`config.mk`:
```
export PLATFORM = sky130hd
export DESIGN_NAME = pcpi_mext_dispatch
export DESIGN_NICKNAME = d
export VERILOG_FILES = /design/src/rtl/pcpi_pkg.sv /design/src/rtl/pcpi_mext_decode.sv /design/src/rtl/pcpi_mext_dispatch.sv
export SDC_FILE = /design/constraint.sdc
export NUM_CORES = 1
export LEC_CHECK = 0
export BUFFER_PORTS_ARGS = -buffer_cell sky130_fd_sc_hd__buf_2
export CORE_UTILIZATION = 45
export DETAILED_ROUTE_END_ITERATION = 10
export MAX_ROUTING_LAYER = met4
export PLACE_DENSITY = 0.85
export SETUP_SLACK_MARGIN = 0.4
export SLEW_MARGIN = 20
export SYNTH_ARGS = -nofsm -noshare
export SYNTH_HDL_FRONTEND = slang
export SYNTH_SLANG_ARGS = --single-unit
```
`constraint.sdc`:
```
create_clock -name clk -period 3 [get_ports clk]
set_input_delay 0.9 -clock clk [delete_from_list [all_inputs] [get_ports clk]]
set_output_delay 0.9 -clock clk [all_outputs]
set_load 0.05 [all_outputs]
```
`src/rtl/pcpi_pkg.sv`:
```
// Shared definitions for the PCPI M-extension dispatcher and its coprocessors.
package pcpi_pkg;

  localparam int unsigned XLEN = 32;

  localparam logic [6:0] OPCODE_OP     = 7'b0110011;
  localparam logic [6:0] FUNCT7_MULDIV = 7'b0000001;

  localparam logic [2:0] F3_MUL    = 3'b000;
  localparam logic [2:0] F3_MULH   = 3'b001;
  localparam logic [2:0] F3_MULHSU = 3'b010;
  localparam logic [2:0] F3_MULHU  = 3'b011;
  localparam logic [2:0] F3_DIV    = 3'b100;
  localparam logic [2:0] F3_DIVU   = 3'b101;
  localparam logic [2:0] F3_REM    = 3'b110;
  localparam logic [2:0] F3_REMU   = 3'b111;

  typedef enum logic [1:0] {
    ST_IDLE  = 2'd0,
    ST_BUSY  = 2'd1,
    ST_RESP  = 2'd2,
    ST_DRAIN = 2'd3
  } state_e;

  // Response payload returned by either slave.
  typedef struct packed {
    logic            wr;
    logic [XLEN-1:0] rd;
  } pcpi_resp_t;

  // funct3[2] selects the divider; shared so coprocessors decode identically.
  function automatic logic f3_is_div(input logic [2:0] funct3);
    return funct3[2];
  endfunction

endpackage

```
`src/rtl/pcpi_mext_decode.sv`:
```
// Combinational M-extension match and slave select (0 = multiplier, 1 = divider).
module pcpi_mext_decode
  import pcpi_pkg::*;
(
  input  logic [XLEN-1:0] insn,
  output logic            is_mext_c,
  output logic            sel_c
);

  always_comb begin
    is_mext_c = (insn[6:0] == OPCODE_OP) && (insn[31:25] == FUNCT7_MULDIV);
    sel_c     = f3_is_div(insn[14:12]);
  end

endmodule

```
`src/rtl/pcpi_mext_dispatch.sv`:
```
// PCPI dispatcher routing M-extension ops to the multiplier or divider, with watchdog.
// Optional statistics counters are built when PCPI_DISPATCH_STATS_EN is defined.
module pcpi_mext_dispatch
  import pcpi_pkg::*;
#(
  parameter int unsigned TIMEOUT_CYCLES = 64,
  parameter int unsigned CNT_W          = 32
) (
  input  logic             clk,
  input  logic             reset,
  input  logic             pcpi_valid,
  input  logic [XLEN-1:0]  pcpi_insn,
  input  logic [XLEN-1:0]  pcpi_rs1,
  input  logic [XLEN-1:0]  pcpi_rs2,
  output logic             pcpi_wr,
  output logic [XLEN-1:0]  pcpi_rd,
  output logic             pcpi_wait,
  output logic             pcpi_ready,
  output logic [XLEN-1:0]  slv_insn,
  output logic [XLEN-1:0]  slv_rs1,
  output logic [XLEN-1:0]  slv_rs2,
  output logic             mul_valid,
  output logic             div_valid,
  input  logic             mul_wr,
  input  logic [XLEN-1:0]  mul_rd,
  input  logic             mul_wait,
  input  logic             mul_ready,
  input  logic             div_wr,
  input  logic [XLEN-1:0]  div_rd,
  input  logic             div_wait,
  input  logic             div_ready,
`ifdef PCPI_DISPATCH_STATS_EN
  output logic [CNT_W-1:0] stat_mul_ops,
  output logic [CNT_W-1:0] stat_div_ops,
  output logic [CNT_W-1:0] stat_busy_cycles,
  output logic [CNT_W-1:0] stat_timeouts,
`endif
  output logic             pcpi_timeout
);

  localparam int unsigned     TO_W    = (TIMEOUT_CYCLES > 1) ? $clog2(TIMEOUT_CYCLES) : 1;
  localparam logic [TO_W-1:0] TO_LAST = TO_W'(TIMEOUT_CYCLES - 1);

  state_e          r_state;
  state_e          w_state_nxt;
  logic [TO_W-1:0] r_cnt;
  logic [TO_W-1:0] w_cnt_nxt;
  logic            r_sel;
  logic            w_accept;

  logic            r_pcpi_wr,      w_pcpi_wr_nxt;
  logic [XLEN-1:0] r_pcpi_rd,      w_pcpi_rd_nxt;
  logic            r_pcpi_wait,    w_pcpi_wait_nxt;
  logic            r_pcpi_ready,   w_pcpi_ready_nxt;
  logic            r_pcpi_timeout, w_pcpi_timeout_nxt;
  logic            r_mul_valid,    w_mul_valid_nxt;
  logic            r_div_valid,    w_div_valid_nxt;
  logic [XLEN-1:0] r_slv_insn;
  logic [XLEN-1:0] r_slv_rs1;
  logic [XLEN-1:0] r_slv_rs2;

  logic            w_is_mext_c;
  logic            w_sel_c;
  logic            w_slv_ready;
  pcpi_resp_t      w_slv_resp;

  pcpi_mext_decode u_decode (
    .insn      (pcpi_insn),
    .is_mext_c (w_is_mext_c),
    .sel_c     (w_sel_c)
  );

  // Only the slave that owns the operation can complete it.
  always_comb begin
    w_slv_ready   = r_sel ? div_ready : mul_ready;
    w_slv_resp.wr = r_sel ? div_wr    : mul_wr;
    w_slv_resp.rd = r_sel ? div_rd    : mul_rd;
  end

  // Next-state and next-output decode; outputs are the registered image of these.
  always_comb begin
    w_state_nxt        = r_state;
    w_cnt_nxt          = r_cnt;
    w_accept           = 1'b0;
    w_pcpi_wr_nxt      = 1'b0;
    w_pcpi_rd_nxt      = '0;
    w_pcpi_wait_nxt    = 1'b0;
    w_pcpi_ready_nxt   = 1'b0;
    w_pcpi_timeout_nxt = 1'b0;
    w_mul_valid_nxt    = 1'b0;
    w_div_valid_nxt    = 1'b0;

    unique case (r_state)
      ST_IDLE: begin
        if (pcpi_valid && w_is_mext_c) begin
          w_state_nxt     = ST_BUSY;
          w_accept        = 1'b1;
          w_cnt_nxt       = '0;
          w_pcpi_wait_nxt = 1'b1;
          w_mul_valid_nxt = ~w_sel_c;
          w_div_valid_nxt = w_sel_c;
        end
      end

      ST_BUSY: begin
        w_cnt_nxt = r_cnt + TO_W'(1);
        if (!pcpi_valid) begin
          // Core abort: drop the request silently.
          w_state_nxt = ST_IDLE;
          w_cnt_nxt   = '0;
        end else if (w_slv_ready) begin
          w_state_nxt      = ST_RESP;
          w_pcpi_ready_nxt = 1'b1;
          w_pcpi_wr_nxt    = w_slv_resp.wr;
          w_pcpi_rd_nxt    = w_slv_resp.rd;
        end else if (r_cnt == TO_LAST) begin
          w_state_nxt        = ST_RESP;
          w_pcpi_ready_nxt   = 1'b1;
          w_pcpi_timeout_nxt = 1'b1;
        end else begin
          w_pcpi_wait_nxt = 1'b1;
          w_mul_valid_nxt = ~r_sel;
          w_div_valid_nxt = r_sel;
        end
      end

      ST_RESP: begin
        w_state_nxt = ST_DRAIN;
      end

      ST_DRAIN: begin
        // Hold until the core releases the request it was just answered on.
        if (!pcpi_valid) begin
          w_state_nxt = ST_IDLE;
        end
      end

      default: begin
        w_state_nxt = ST_IDLE;
      end
    endcase
  end

  always_ff @(posedge clk) begin
    if (reset) begin
      r_state        <= ST_IDLE;
      r_cnt          <= '0;
      r_sel          <= 1'b0;
      r_pcpi_wr      <= 1'b0;
      r_pcpi_rd      <= '0;
      r_pcpi_wait    <= 1'b0;
      r_pcpi_ready   <= 1'b0;
      r_pcpi_timeout <= 1'b0;
      r_mul_valid    <= 1'b0;
      r_div_valid    <= 1'b0;
      r_slv_insn     <= '0;
      r_slv_rs1      <= '0;
      r_slv_rs2      <= '0;
    end else begin
      r_state        <= w_state_nxt;
      r_cnt          <= w_cnt_nxt;
      r_pcpi_wr      <= w_pcpi_wr_nxt;
      r_pcpi_rd      <= w_pcpi_rd_nxt;
      r_pcpi_wait    <= w_pcpi_wait_nxt;
      r_pcpi_ready   <= w_pcpi_ready_nxt;
      r_pcpi_timeout <= w_pcpi_timeout_nxt;
      r_mul_valid    <= w_mul_valid_nxt;
      r_div_valid    <= w_div_valid_nxt;
      if (w_accept) begin
        r_slv_insn <= pcpi_insn;
        r_slv_rs1  <= pcpi_rs1;
        r_slv_rs2  <= pcpi_rs2;
        r_sel      <= w_sel_c;
      end
    end
  end

  assign pcpi_wr      = r_pcpi_wr;
  assign pcpi_rd      = r_pcpi_rd;
  assign pcpi_wait    = r_pcpi_wait;
  assign pcpi_ready   = r_pcpi_ready;
  assign pcpi_timeout = r_pcpi_timeout;
  assign mul_valid    = r_mul_valid;
  assign div_valid    = r_div_valid;
  assign slv_insn     = r_slv_insn;
  assign slv_rs1      = r_slv_rs1;
  assign slv_rs2      = r_slv_rs2;

`ifdef PCPI_DISPATCH_STATS_EN
  logic [CNT_W-1:0] r_stat_mul_ops;
  logic [CNT_W-1:0] r_stat_div_ops;
  logic [CNT_W-1:0] r_stat_busy_cycles;
  logic [CNT_W-1:0] r_stat_timeouts;
  logic             w_resp_entry;

  assign w_resp_entry = (r_state == ST_BUSY) && (w_state_nxt == ST_RESP);

  // Saturating event counters.
  always_ff @(posedge clk) begin
    if (reset) begin
      r_stat_mul_ops     <= '0;
      r_stat_div_ops     <= '0;
      r_stat_busy_cycles <= '0;
      r_stat_timeouts    <= '0;
    end else begin
      if (w_resp_entry && !r_sel && (r_stat_mul_ops != '1)) begin
        r_stat_mul_ops <= r_stat_mul_ops + CNT_W'(1);
      end
      if (w_resp_entry && r_sel && (r_stat_div_ops != '1)) begin
        r_stat_div_ops <= r_stat_div_ops + CNT_W'(1);
      end
      if ((r_state == ST_BUSY) && (r_stat_busy_cycles != '1)) begin
        r_stat_busy_cycles <= r_stat_busy_cycles + CNT_W'(1);
      end
      if (w_pcpi_timeout_nxt && (r_stat_timeouts != '1)) begin
        r_stat_timeouts <= r_stat_timeouts + CNT_W'(1);
      end
    end
  end

  assign stat_mul_ops     = r_stat_mul_ops;
  assign stat_div_ops     = r_stat_div_ops;
  assign stat_busy_cycles = r_stat_busy_cycles;
  assign stat_timeouts    = r_stat_timeouts;

  logic w_unused;
  assign w_unused = ^{mul_wait, div_wait};
`else
  logic w_unused;
  assign w_unused = ^{mul_wait, div_wait, (CNT_W == 0)};
`endif

endmodule

```
## Word-level counts from Yosys, hierarchy flattened

Cells that the tools add are included.

| storage, ports and cells | value |
|---|---|
| output and inout bits | 134 |
| register bits | 143 |

| cells by class | value |
|---|---|
| muxes and demuxes | 30 |
| add/sub/neg operators | 1 |
| bitwise gates (word level) | 5 |
| equality and inequality tests | 9 |
| reductions and logical operators | 9 |

Operator list:

| operator | number |
|---|---|
| 32-bit 2-to-1 mux | 1 |
| 1-bit 2-to-1 mux | 17 |
| 6-bit 2-to-1 mux | 2 |
| 6-bit one-hot mux with 2 select lines | 1 |
| 2-bit 2-to-1 mux | 5 |
| 2-bit one-hot mux with 4 select lines | 1 |
| 4-bit OR reduction | 2 |
| 7-bit by 1-bit equality test with 1-bit output, second input constant | 1 |
| 7-bit by 6-bit equality test with 1-bit output, second input constant | 1 |
| 6-bit by 1-bit adder with 6-bit output, second input constant | 1 |
| 6-bit equality test, second input constant | 1 |
| 1-bit one-hot mux with 2 select lines | 3 |
| 1-bit NOT | 5 |
| 2-bit equality test, second input constant | 2 |
| 2-bit != test, second input constant | 2 |
| 4-bit != test, second input constant | 1 |
| 3-bit AND reduction | 1 |
| 3-bit OR reduction | 1 |
| 2-bit by 1-bit equality test with 1-bit output, second input constant | 1 |
| 1-bit logical AND | 2 |
| 2-bit zero test | 1 |
| 2-bit AND reduction | 1 |
| 2-bit nonzero test | 1 |

## Depth between registers and ports, before layout

| depth | value |
|---|---|
| word-level depth | 5 |
| mapped depth | 6 |
| mapped depth without buffers | 5 |

## By module

A second synthesis with hierarchy kept.

| unflattened totals | value |
|---|---|
| cells, all modules | 607 |
| area, all modules | 5187.5 um2 |

By module, submodules not included:

| module | area each (um2) | instances | cells an instance |
|---|---|---|---|
| pcpi_mext_dispatch | 5139.9 | 1 | 601 |
| pcpi_mext_decode | 47.5 | 1 | 6 |

## Least setup slack after synthesis

No wires, ideal clock.

| timing | value |
|---|---|
| path kind | input to register |
| from | in pcpi_insn[28] |
| to | reg r_slv_insn[10] (netlist: slv_insn[10]) |
| arrival time | 2.052 ns |
| slack | 0.876 ns |
| stages on the path | 6 |
| path buffers | 2 |
| required time | 2.928 ns |
| cells stage by stage | nor4b_2 > nand4_2 > nor3_2 > buf_6 > buf_12 > mux2i_1 |

| between the ends | value |
|---|---|
| longest elaborated chain between the ends | 5 |

RTL lines:

| item | line | source |
|---|---|---|
| from (decl) | pcpi_mext_dispatch.sv:12 | `input logic [XLEN-1:0] pcpi_insn,` |
| 7-bit by 1-bit equality test with 1-bit output | pcpi_mext_decode.sv:11 | `is_mext_c = (insn[6:0] == OPCODE_OP) && (insn[31:25] == FUNCT7_MULDIV);` |
| 1-bit logical AND | pcpi_mext_decode.sv:11 |  |
| 1-bit logical AND | pcpi_mext_dispatch.sv:95 | `if (pcpi_valid && w_is_mext_c) begin` |
| 1-bit 2-to-1 mux | pcpi_mext_dispatch.sv:95 |  |
| 1-bit 2-to-1 mux | pcpi_mext_dispatch.sv:93 | `unique case (r_state)` |
| to (signal assigned) | pcpi_mext_dispatch.sv:170 | `r_slv_insn <= pcpi_insn;` |
| to (decl) | pcpi_mext_dispatch.sv:58 | `logic [XLEN-1:0] r_slv_insn;` |

Every way passes these cells.
A chain may end at the register's enable or synchronous reset.

## Worst setup path in the final report

| timing | value |
|---|---|
| from | in pcpi_insn[28] |
| to | reg r_slv_insn[19] (netlist: slv_insn[19]) |

The elaborated chain is that of the path after synthesis.

==> impl_metrics.ini <==
[outcome]
status = completed

[detailed_routing]
num_vias = 4978
highest_layer = met4
drt_wl_total_um = 14590
remaining_drc_errors = 0
dr.pass1.iters = 4
wire_per_inst_um = 13.93
wl_met1_um = 5691
met3_length_um = 806
viasPerCell = 4.755
dr_wl_met2_um = 7691
drt_iter0_markers = 215
antenna_left = 0

[timing]
fin_ws_ns = 0.7354
grt_setup_unrepaired = no
maxSlewViolCount = 0
max_freq_mhz = 441.6
hold_viol_final = 0
tns_ns = 0
slew-limit-headroom_pct = 58.40
setup_violations = 0
finalCritPeriodShare_pct = 75.49
min_period_ns = 2.265
fin_skew_ns = 0.005220
worst_pin_slew_ns = 0.6231

[finish]
num_antenna_cells = 0
area_delta_synth_final_pct = 34.77
final_common_cell = buf_2
utilization_pct = 63.07
stdcell_area_mm2 = 0.008089
fill_cells = 1085
regArea_mm2 = 0.002844
fin_nets = 1032
multi_input_area_mm2 = 0.002815
final_layout_size_suffix_gt1_share_pct = 39.09
layout_common_cells = 299 x buf_2, 165 x nand2b_1, 141 x dfxtp_1

[cts]
h-tree-depth = 4
cts_tree = built
numCtsBuffers = 17
clk_latency_ns = 0.41
cts-root-buf = clkbuf_16
cts_resized = 0
cts_buffer_depth = 2
clk_pin_slew_ns = 0.06
cts_setup_buffers = 0
clock-sinks = 142
postCtsHoldBufs = 0

[placed_design]
dpl.hpwl_um = 10660
place.gp.congestion = 0.8139
post_dp_cell_area_mm2 = 0.007473
place_ws_ns = 0.3462
io_buffers = 300

[global_routing]
overflow = 0
grt_usage_pct = 21.86
grt_pass1_vias = 4796
grt_pass1_wl_um = 23080
antenna_found_initial = 0
grt_max_degree = 71

[run]
drv_cap = 0

[logic_synthesis]
synth.distinct_cells = 41
synth_edf_count = 0
synth_fp_nets = 749
yosysWarningCount = 0
postSynthCellCount = 579
synth-async-reset-ratio_pct = 0
seq_area_frac_synth_pct = 47.36
synthesis.area_mm2 = 0.006002
ys.flop_type = dfxtp_1
synth.avg_cell_area_um2 = 10.37
ys_seq_elements = 142

[critical_path]
r2r_start = r_cnt[0]
cp-startpoint = pcpi_insn[28]
crit_required_ns = 3.33
start_kind = input pin
end_kind = flop
cp.arrival_ns = 2.60
path_class = input pin to flop
worstPathMaxFanout = 70

[die]
die_h_um = 117.5
core_mm2 = 0.01282
initial_utilization_pct = 46.80
rows = 41
die-area_mm2 = 0.01380
fp.dieW_um = 117.5
io_pins = 303

[power_and_ir_drop]
total_power_mw = 4.285
leakage_nw = 3.597
p_per_area_mw_per_mm2 = 529.8
peakVddDrop_mv = 0.3525

[min_path]
hold_path_class = flop to flop
hp-start = slv_insn[1]
sequential cells by signal, indices dropped and copies added (netlist names), 6 cells and up, named ones only:
name      cells
r_cnt         6
slv_rs1      32
slv_insn     32
pcpi_rd      32
slv_rs2      32
where the power goes:
part	internal, mW	total (mW)	switching (mW)
Clock	1.41	2.18	0.768
Combinational	0.136	0.222	0.0860
Sequential	1.89	1.89	0.0000243
Total	3.43	4.29	0.854
worst max-delay path, stage by stage:
cell     delay, ns
buf_2         0.10
nor4b_2       0.32
nand4_2       0.26
nor3_4        0.24
buf_12        0.40
mux2i_1       0.27
cells by family (layout without fill, tap and decap cells):
logic type,after synthesis,count (layout),share of synthesized area (%)
fa+ha+maj,1,1,0.2084
compound gates,25,25,2.731
simple gates,242,242,24.10
mux,118,118,19.76
buf+inv,51,347,5.837
flops,142,142,47.36
final cells by class:
type | count | share of cell area, %
multi-input combinational | 386 | 34.80
tap | 172 | 2.660
timing repair buffer | 307 | 19.40
clock inverter | 11 | 2.042
clock buffer | 21 | 5.568
inverter | 8 | 0.3712
sequential | 142 | 35.16
final timing paths:
| check | end | slack, ns | depth (start not counted) |
|---|---|---|---|
| hold / removal | slv_insn[1] | 0.44 | 2 |
| setup reg to reg | pcpi_wait | 1.24 | 5 |
| setup / recovery | slv_insn[19] | 0.74 | 6 |
| hold reg to reg | slv_insn[1] | 0.44 | 2 |
layer usage:
metal	GRT usage (%)	up-vias
li1	-	2472
met1	21.71	2275
met2	39.94	204
met3	5.233	27
met4	10.58	0
met5	-	-
synth_stat cells, types with 2 or more instances:
cell type / n / area [um^2]
o22ai_1: 2 / 12.51
nand3b_1: 2 / 15.01
nor3b_1: 9 / 67.56
clkbuf_1: 29 / 108.9
or3_1: 4 / 25.02
nand2b_1: 165 / 1032
inv_1: 8 / 30.03
buf_12: 8 / 160.2
nand2_1: 8 / 30.03
dfxtp_1: 142 / 2843
nor2_1: 39 / 146.4
a31oi_1: 2 / 12.51
mux2i_1: 117 / 1171
nor4b_2: 2 / 30.03
buf_2: 2 / 10.01
buf_6: 3 / 33.78
o21ai_0: 2 / 10.01
a311oi_1: 3 / 26.28
a21oi_1: 9 / 45.04
nand3_1: 2 / 10.01
through the flow:
| step | hold WS, ns | std cells |
|---|---|---|
| final | 0.4410 | 1047 |
| after global routing | 0.4683 | 1047 |
| after detailed placement | 0.4369 | 1015 |
| after CTS | 0.4456 | 1047 |
| after floorplan | 0.4805 | 579 |
| after global placement | 0.4301 | 1015 |
Power figures use the tool's default switching activity.
